## config.mk

```make
export PLATFORM = sky130hd
export DESIGN_NAME = avcompare_par
export DESIGN_NICKNAME = d
export VERILOG_FILES = /design/src/rtl/avcompare_pkg.sv /design/src/rtl/avcmp_sfifo.sv /design/src/rtl/avcompare_par.sv
export SDC_FILE = /design/constraint.sdc
export NUM_CORES = 2
export LEC_CHECK = 0
export CORE_MARGIN = 2
export CORE_UTILIZATION = 60
export DETAILED_ROUTE_END_ITERATION = 12
export PLACE_DENSITY_LB_ADDON = 0.15
export SLEW_MARGIN = 20
export SYNTH_ARGS = -nofsm -noshare
export SYNTH_HDL_FRONTEND = slang
export SYNTH_SLANG_ARGS = --single-unit
```

## constraint.sdc

```tcl
create_clock -name clk -period 26.7 [get_ports clk]
set_input_delay 4.005 -clock clk [delete_from_list [all_inputs] [get_ports clk]]
set_output_delay 4.005 -clock clk [all_outputs]
set_load 0.005 [all_outputs]
```

## src/rtl/avcompare_pkg.sv

```systemverilog
// Shared types and helpers for the AVC vector comparator.
package avcompare_pkg;

  // Comparator sequencing states.
  typedef enum logic [1:0] {
    StIdle,
    StScan,
    StDone
  } state_e;

  // FIFO record: {vec_num, vec_exp, vec_rcv, mis}.
  function automatic int unsigned rec_width(input int unsigned nsig, input int unsigned vecw);
    return 3 * nsig + vecw;
  endfunction

  // Increment v, holding at the all-ones value of a w-bit counter (w <= 64).
  function automatic logic [63:0] sat_inc(input logic [63:0] v, input int unsigned w);
    logic [63:0] m;
    m = (w >= 64) ? '1 : ((64'd1 << w) - 64'd1);
    return (v >= m) ? m : v + 64'd1;
  endfunction

endpackage

```

## src/rtl/avcmp_sfifo.sv

```systemverilog
// Single-clock FIFO with a registered show-ahead head. A pushed entry becomes
// visible on q one edge after the write, so empty deasserts at push edge + 1.
module avcmp_sfifo #(
  parameter int unsigned WIDTH = 8,
  parameter int unsigned DEPTH = 16
) (
  input  logic             clk,
  input  logic             ureset,
  input  logic             push,
  input  logic [WIDTH-1:0] din,
  input  logic             pop,
  output logic             full,
  output logic             empty,
  output logic [WIDTH-1:0] q
);

  localparam int unsigned AW = $clog2(DEPTH);

  logic [WIDTH-1:0] mem_q [DEPTH];
  logic [AW-1:0]    wptr_q, rptr_q, rptr_d;
  logic [AW:0]      cnt_q, cnt_d;
  logic             qv_q;
  logic [WIDTH-1:0] q_q;
  logic             do_push, do_pop;

  // Fullness is judged on the pre-edge count, so a same-cycle pop frees nothing.
  always_comb begin
    do_push = push & (cnt_q != (AW+1)'(DEPTH));
    do_pop  = pop & qv_q;
    rptr_d  = rptr_q + AW'(do_pop);
    cnt_d   = cnt_q + (AW+1)'(do_push) - (AW+1)'(do_pop);
  end

  // Storage array; contents need no reset.
  always_ff @(posedge clk) begin
    if (do_push) mem_q[wptr_q] <= din;
  end

  // Pointers, occupancy and the registered head. Only entries already written
  // before this edge may become visible, which gives the one-cycle lag.
  always_ff @(posedge clk) begin
    if (ureset) begin
      wptr_q <= '0;
      rptr_q <= '0;
      cnt_q  <= '0;
      qv_q   <= 1'b0;
      q_q    <= '0;
    end else begin
      wptr_q <= wptr_q + AW'(do_push);
      rptr_q <= rptr_d;
      cnt_q  <= cnt_d;
      qv_q   <= (cnt_q - (AW+1)'(do_pop)) != '0;
      q_q    <= mem_q[rptr_d];
    end
  end

  assign full  = (cnt_q == (AW+1)'(DEPTH));
  assign empty = ~qv_q;
  assign q     = q_q;

endmodule

```

## src/rtl/avcompare_par.sv

```systemverilog
// AVC vector comparator: masks each received vector against the expected one,
// queues mismatching vectors and expands them bit by bit into error records.
module avcompare_par
  import avcompare_pkg::*;
#(
  parameter int unsigned         NSIG     = 16,
  parameter int unsigned         VECW     = 32,
  parameter int unsigned         DEPTH    = 16,
  parameter int unsigned         NAMEW    = 8,
  parameter logic [NAMEW-1:0]    NAMEBASE = 8'h0F
) (
  input  logic             clk,
  input  logic             ureset,
  input  logic             vec_valid,
  input  logic [VECW-1:0]  vec_num,
  input  logic [NSIG-1:0]  vec_exp,
  input  logic [NSIG-1:0]  vec_rcv,
  input  logic [NSIG-1:0]  vec_hlmsk,
  input  logic [NSIG-1:0]  vec_dir,
  input  logic             vec_last,
  input  logic [VECW-1:0]  max_err,
  output logic             err_valid,
  input  logic             err_ready,
  output logic [VECW-1:0]  err_vec,
  output logic [NAMEW-1:0] err_sig,
  output logic             err_exp,
  output logic             err_rcv,
  output logic [VECW-1:0]  err_cnt,
  output logic [VECW-1:0]  drop_cnt,
  output logic             ovf,
  output logic             cmpdone
);

  localparam int unsigned RecW = rec_width(NSIG, VECW);
  localparam int unsigned IW   = (NSIG > 1) ? $clog2(NSIG) : 1;

  logic [NSIG-1:0] mis;
  logic            mism, push, pop, load;
  logic            full, empty;
  logic [RecW-1:0] fifo_din, fifo_q;

  state_e          state_q, state_d;
  logic [IW-1:0]   idx_q, idx_d;
  logic [VECW-1:0] vnp1_q;
  logic [NSIG-1:0] exp_r_q, rcv_r_q, mis_r_q;
  logic [VECW-1:0] err_cnt_q, err_cnt_d, drop_cnt_q;
  logic            ovf_q, last_seen_q, push_q;
  logic            limit_hit, cur_mis;

  // Compare stage: only checked, output-direction bits can mismatch.
  always_comb begin
    mis      = (vec_rcv ^ vec_exp) & vec_hlmsk & vec_dir;
    mism     = vec_valid & (mis != '0);
    push     = mism & ~full;
    fifo_din = {vec_num, vec_exp, vec_rcv, mis};
  end

  avcmp_sfifo #(
    .WIDTH (RecW),
    .DEPTH (DEPTH)
  ) u_fifo (
    .clk    (clk),
    .ureset (ureset),
    .push   (push),
    .din    (fifo_din),
    .pop    (pop),
    .full   (full),
    .empty  (empty),
    .q      (fifo_q)
  );

  assign limit_hit = (max_err != '0) && (err_cnt_q >= max_err);
  assign cur_mis   = mis_r_q[idx_q];

  // Sequencer next state, record expansion and handshake.
  always_comb begin
    state_d   = state_q;
    idx_d     = idx_q;
    err_cnt_d = err_cnt_q;
    pop       = 1'b0;
    load      = 1'b0;
    err_valid = 1'b0;
    unique case (state_q)
      StIdle: begin
        if (!empty && !limit_hit) begin
          pop     = 1'b1;
          load    = 1'b1;
          idx_d   = '0;
          state_d = StScan;
        end else if (last_seen_q && ((empty && !push_q) || limit_hit)) begin
          // push_q covers a vector written last edge but not yet visible.
          state_d = StDone;
        end
      end
      StScan: begin
        err_valid = cur_mis & ~limit_hit;
        if (limit_hit) begin
          state_d = StIdle;
        end else if (!cur_mis || err_ready) begin
          if (cur_mis) err_cnt_d = VECW'(sat_inc(64'(err_cnt_q), VECW));
          if ((idx_q == IW'(NSIG - 1)) ||
              (cur_mis && (max_err != '0) && (err_cnt_d >= max_err))) begin
            state_d = StIdle;
          end else begin
            idx_d = idx_q + IW'(1);
          end
        end
      end
      StDone: begin
        state_d = StDone;
      end
      default: state_d = StIdle;
    endcase
  end

  // FSM, scan index, record register and accepted-record counter.
  always_ff @(posedge clk) begin
    if (ureset) begin
      state_q   <= StIdle;
      idx_q     <= '0;
      err_cnt_q <= '0;
      vnp1_q    <= '0;
      exp_r_q   <= '0;
      rcv_r_q   <= '0;
      mis_r_q   <= '0;
    end else begin
      state_q   <= state_d;
      idx_q     <= idx_d;
      err_cnt_q <= err_cnt_d;
      if (load) begin
        vnp1_q  <= fifo_q[RecW-1 -: VECW] + VECW'(1);
        exp_r_q <= fifo_q[3*NSIG-1 -: NSIG];
        rcv_r_q <= fifo_q[2*NSIG-1 -: NSIG];
        mis_r_q <= fifo_q[NSIG-1:0];
      end
    end
  end

  // Drop accounting and end-of-file tracking.
  always_ff @(posedge clk) begin
    if (ureset) begin
      drop_cnt_q  <= '0;
      ovf_q       <= 1'b0;
      last_seen_q <= 1'b0;
      push_q      <= 1'b0;
    end else begin
      if (mism && full) begin
        drop_cnt_q <= VECW'(sat_inc(64'(drop_cnt_q), VECW));
        ovf_q      <= 1'b1;
      end
      if (vec_valid && vec_last) last_seen_q <= 1'b1;
      push_q <= push;
    end
  end

  assign err_vec  = vnp1_q;
  assign err_sig  = NAMEW'(32'(NAMEBASE) + 32'(idx_q));
  assign err_exp  = exp_r_q[idx_q];
  assign err_rcv  = rcv_r_q[idx_q];
  assign err_cnt  = err_cnt_q;
  assign drop_cnt = drop_cnt_q;
  assign ovf      = ovf_q;
  assign cmpdone  = (state_q == StDone);

endmodule

```

==> Word-level counts from Yosys, hierarchy flattened <==
Memory sizes are Yosys's and may differ from the RTL's. A register that Yosys moved wholly into a read port is not among the register bits.
Index checks and enable logic that the tools add are counted.
Widths: inputs -> output; s select.
{ "op_classes": {"n_lt_le_gt_ge": 5, "mux": 28, "n_addsub": 10, "eq_ne": 12, "bitwise": 11, "reduce_logical": 22} }
{ "op_table": {"columns": ["op", "n"], "rows": [
  ["$mux 32", 6],
  ["$add 32x1->32 const B", 3],
  ["$ge 32x32->1", 2],
  ["$ge 32x32->1 const B", 2],
  ["$and 16x16->16", 2],
  ["$reduce_bool 32->1", 1],
  ["$mux 4", 4],
  ["$reduce_bool 16->1", 1],
  ["$xor 16x16->16", 1],
  ["$bmux 1 s4", 3],
  ["$mux 2", 5],
  ["$sub 5x1->5", 2],
  ["$ne 3x3->1 const B", 3],
  ["$add 4x1->4", 2],
  ["$logic_and 1x1->1", 8],
  ["$mux 1", 8],
  ["$ne 2x2->1 const B", 4],
  ["$pmux 4 s2", 1],
  ["$pmux 2 s3", 1],
  ["$reduce_and 3->1", 2],
  ["$add 4x4->5 const A", 1],
  ["$add 5x1->5", 1],
  ["$and 1x1->1", 5],
  ["$eq 5x5->1 const B", 1],
  ["13 further kinds", 19]
]} }
{ "word_totals": {"out_inout_bits": 109, "input_bits": 133, "memories": 1, "ram_bits": 1280, "ff_bits": 167, "word_cells": 104} }
{ "mem_list": {"columns": ["memory", "words", "word_bits", "read_ports", "rd_ports_with_merged_regs", "wr", "line_no", "text"], "rows": [
  ["u_fifo.mem_q", 16, 80, 1, 1, 1, "avcmp_sfifo.sv:19", "logic [WIDTH-1:0] mem_q [DEPTH];"]
]} }

==> Logic depth before layout (Yosys ltp) <==
{ "depth": {"depth_word": 14, "ltp_mapped": 18, "mapped_depth_nobuf": 15} }

==> By module <==
Synthesis repeated with hierarchy kept, for this count alone.
{ "unflattened": {"hier_cells": 4201, "hier_area_um2": 62667.6} }
{ "modules_own_cells": {"columns": ["module", "seq_area_each_um2", "n_inst", "area_per_inst_um2", "cells_each"], "rows": [
  ["avcmp_sfifo", 40318.7, 1, 52381.5, 2939],
  ["avcompare_par", 3062.9, 1, 10286.1, 1262]
]} }

==> Worst setup path before layout <==
OpenSTA, ideal clock, no wires.
{ "synth_path": {"path_type": "input -> register", "startpoint": "input port vec_exp[5]", "endpoint": "memory u_fifo.mem_q[0][0] in the netlist's numbering, enable pin", "n_path_buf": 1, "path_slack_ns": 15.378, "setup_time_ns": 0.616, "arrival_time_ns": 10.706, "stages": 8, "path_cell_list": "xor2_1 a32o_1 nor4_1 nand2_1 and3_1 clkbuf_1 or3b_2 nor3_1"} }
{ "synth_between": {"elab_chain_cells": 9} }
{ "synth_rtl": {"columns": ["item", "line_no", "text"], "rows": [
  ["from (decl)", "avcompare_par.sv:16", "input logic [NSIG-1:0] vec_exp,"],
  ["$xor 16x16->16", "avcompare_par.sv:52", "mis = (vec_rcv ^ vec_exp) & vec_hlmsk & vec_dir;"],
  ["$and 16x16->16 (2 in a row)", "avcompare_par.sv:52", null],
  ["$reduce_bool 16->1", "avcompare_par.sv:53", "mism = vec_valid & (mis != '0);"],
  ["$and 1x1->1", "avcompare_par.sv:53", null],
  ["$and 1x1->1", "avcompare_par.sv:54", "push = mism & ~full;"],
  ["via push", "avcompare_par.sv:38", "logic mism, push, pop, load;"],
  ["$and 1x1->1", "avcmp_sfifo.sv:28", "do_push = push & (cnt_q != (AW+1)'(DEPTH));"],
  ["$mux 1", "avcmp_sfifo.sv:36", "if (do_push) mem_q[wptr_q] <= din;"],
  ["$mux 1 (not written as such)", "avcmp_sfifo.sv:36", null],
  ["to (decl)", "avcmp_sfifo.sv:19", null]
]} }
The timed path passes the listed nets, and every way through them passes these cells.

==> Final worst setup path <==
{ "layout_path": {"startpoint": "input port max_err[30]", "endpoint": "output port err_valid"} }
{ "layout_between": {"elab_chain_cells": 5, "elab_cells_between_ends": 6} }
{ "layout_rtl": {"columns": ["item", "line_no", "text"], "rows": [
  ["from (decl)", "avcompare_par.sv:21", "input logic [VECW-1:0] max_err,"],
  ["$ge 32x32->1 / $reduce_bool 32->1 (equally long branches)", "avcompare_par.sv:72", "assign limit_hit = (max_err != '0) && (err_cnt_q >= max_err);"],
  ["$logic_and 1x1->1 *", "avcompare_par.sv:72", null],
  ["$not 1->1 (no source line) *", null, null],
  ["$and 1x1->1 *", "avcompare_par.sv:96", "err_valid = cur_mis & ~limit_hit;"],
  ["$mux 1 *", "avcompare_par.sv:83", "unique case (state_q)"],
  ["to (decl)", "avcompare_par.sv:22", "output logic err_valid,"]
]} }
Every way passes the cells marked *; elsewhere a longest branch is shown, timed or not.

==> results.yml <==
route:
  wl_mm: 146
  wire_per_inst_um: 28.3
  drtIter0Drc: 3051
  dr.pass1.iters: 6
  vias: 33200
  viasPerCell: 6.44
  ant_nets: 0
  drc: 0
synthesis:
  ys_types: 73
  synth_warnings: 0
  syn_area_mm2: 0.0610
  ys_seq_area_frac: 0.711
  synthArstFlopShare: 0
  yosysMostFrequentCell: "edfxtp_1"
  synth.top_cell.area_share: 0.630
  synth_area_leaders: "edfxtp_1, mux4_2, dfxtp_1"
  ys_seq_elements: 1527
  synth_area_per_cell_um2: 17.9
  synthFlopType: "edfxtp_1"
  synthCells: 3409
  synth_top_area_cell: "edfxtp_1"
  synthTopCellsByCount: "edfxtp_1, mux4_2, dfxtp_1"
  synth_edf_count: 1280
floorplanning:
  start_util: 0.608
  dieHeight_um: 323
  die_area_mm2: 0.104
  ioPinCount: 242
  die_w_um: 323
  core_mm2: 0.100
  row_count: 116
cts:
  cts_resized: 0
  post_cts_buffers: 0
  root_buffer: "clkbuf_16"
  cts_buffer_depth: 3
  insertion_delay_ns: 0.77
  cts_tree: "done"
  htreeDepth: 4
  ctsHoldBuffers: 0
  clk_pin_slew_worst_paths_ns: 0.06
  cts_made_buffers: 151
  clock_sinks: 1527
power_and_ir_drop:
  p_leak_nw: 22.5
  ir_worst_vdd_uv: 131
  power_density_mw_per_mm2: 93.9
worst_setup_path:
  crit_path_end_kind: "primary output"
  cp-start-kind: "input port"
  slowest_stage: "nor4_1"
  critPathMaxStageDelay_ns: 0.52
  crit_required_ns: 22.69
  critPathMaxFanout: 3
  critPathMostFrequentCell: "clkdlybuf4s50_1"
  critPathKind: "in -> out"
  arrival_ns: 7.02
  path_cells: "clkdlybuf4s50_1, inv_1, ha_1, nand4_1, nor4_1, o211ai_1, a21oi_1, nor2_1, and3_1, clkdlybuf4s50_1"
sta:
  fmax_ghz: 0.0907
  fin_skew_ns: 0.0293
  tns_ns: 0
  whs_ns: 0.468
  drv_slew: 0
  finalCritPeriodShare: 0.413
  setup_viol: 0
  worst_pin_slew_ns: 1.12
  hold_violations: 0
  fin_crit_ns: 11.02
  rsz0062_at_grt: "false"
  slew_headroom: 0.254
global_routing:
  antenna_found_initial: 10
  grtUsageTotal: 0.283
  overflow: 0
  grt_pass1_vias: 33900
  grt_max_degree: 156
  grt_first_pass_wirelength_mm: 216
layout:
  final_nets: 3881
  drive_above_1_share: 0.173
  area_growth_pct: 14.3
place:
  hpwlAfterDp_mm: 81.4
  routabilityCongestion: 0.858
  io_buffers: 238
worst_hold_path:
  min_path_type: "reg -> reg"
run:
  cap_violations: 0
run_status:
  outcome: "completed"
==> critical path, delay by kind of cell <==
kind                       cells  cell delay [ns]
buffers and inverters          3             1.02
AOI/OAI and AO/OA              2             0.64
adders and majority gates      1             0.32
and+or+nand+nor                4             1.03
==> path summary, 6_finish.rpt <==
kind	from	endpoint	slack, ns	cells past startpoint
max reg2reg	err_cnt[0]$_SDFFE_PP0P_	u_fifo.q[64]$_SDFF_PP0_	20.44	14
max	max_err[30]	err_valid	15.68	10
min reg2reg	u_fifo.q[42]$_SDFF_PP0_	exp_r_q[10]$_SDFFE_PP0N_	0.47	2
min	u_fifo.q[42]$_SDFF_PP0_	exp_r_q[10]$_SDFFE_PP0N_	0.47	2
==> per-stage QoR <==
step | setup slack [ns] | utilization | power, mW | cell area, um^2 | cells
2_1_floorplan | 15.38 | - | 4.16 | 61000 | 3411
3_3_place_gp | 15.76 | 0.646 | 4.52 | 64900 | 4870
3_5_place_dp | 15.63 | 0.646 | 4.56 | 64900 | 4870
4_1_cts | 15.60 | 0.694 | 6.61 | 69700 | 5152
5_1_grt | 15.40 | 0.695 | 6.82 | 69800 | 5153
6_report | 15.68 | 0.695 | 6.55 | 69800 | 5156
==> layout make-up <==
class | instances | area [um^2]
inverters | 61 | 229
clock buffers | 211 | 4280
flip-flops and latches | 1527 | 43400
multi-input cells | 1627 | 16700
diodes | 4 | 10.0
fillers | 6354 | 30700
repair buffers | 298 | 2880
clock inverters | 71 | 543
well taps | 1357 | 1700
==> power by group <==
| part | total [mW] | switching [mW] | internal, mW |
|---|---|---|---|
| clock | 2.05 | 0.874 | 1.18 |
| combinational | 1.67 | 0.787 | 0.880 |
| sequential | 2.83 | 0.0934 | 2.74 |
==> registers in the layout (all words and copies together), names as in the netlist, 2 cells and up <==
| register | cells |
|---|---|
| u_fifo.mem_q | 1280 |
| u_fifo.q | 80 |
| drop_cnt | 32 |
| err_cnt | 32 |
| err_vec | 32 |
| exp_r_q | 16 |
| mis_r_q | 16 |
| rcv_r_q | 16 |
| u_fifo.cnt_q | 5 |
| idx_q | 4 |
| u_fifo.rptr_q | 4 |
| u_fifo.wptr_q | 4 |
| state_q | 2 |
==> per-layer routing <==
| metal | track usage | part of all wire |
|---|---|---|
| met5 | 0 | 0.00036 |
| met4 | 0.0869 | 0.027 |
| met3 | 0.0521 | 0.075 |
| met2 | 0.478 | 0.50 |
| met1 | 0.379 | 0.39 |
==> placed cells by master, fill, tap and decap left out, types with 43 or more instances in the layout <==
cell type / instances
a211oi_1: 205
a21oi_1: 85
buf_4: 57
clkbuf_16: 158
clkdlybuf4s50_1: 237
dfxtp_1: 247
edfxtp_1: 1280
ha_1: 79
inv_1: 61
mux2i_1: 140
mux4_2: 331
nand2_1: 103
nand3_1: 43
nor2_1: 140
nor2b_1: 92
xor2_1: 44
==> kinds of logic (layout without fill, tap and decap cells) <==
| group | count (synthesis) | after routing | synth area share |
|---|---|---|---|
| flip-flops | 1527 | 1527 | 0.711 |
| AND/OR/NAND/NOR | 565 | 565 | 0.0475 |
| multiplexers | 475 | 475 | 0.146 |
| AO/OA/AOI/OAI | 419 | 419 | 0.0487 |
| buffers and inverters | 257 | 641 | 0.0180 |
| XOR/XNOR | 83 | 83 | 0.0119 |
| adder cells (fa/ha/maj) | 82 | 82 | 0.0169 |
| other | 1 | 7 | 0.0000615 |
No activity file was read; power rests on OpenSTA's default activity.
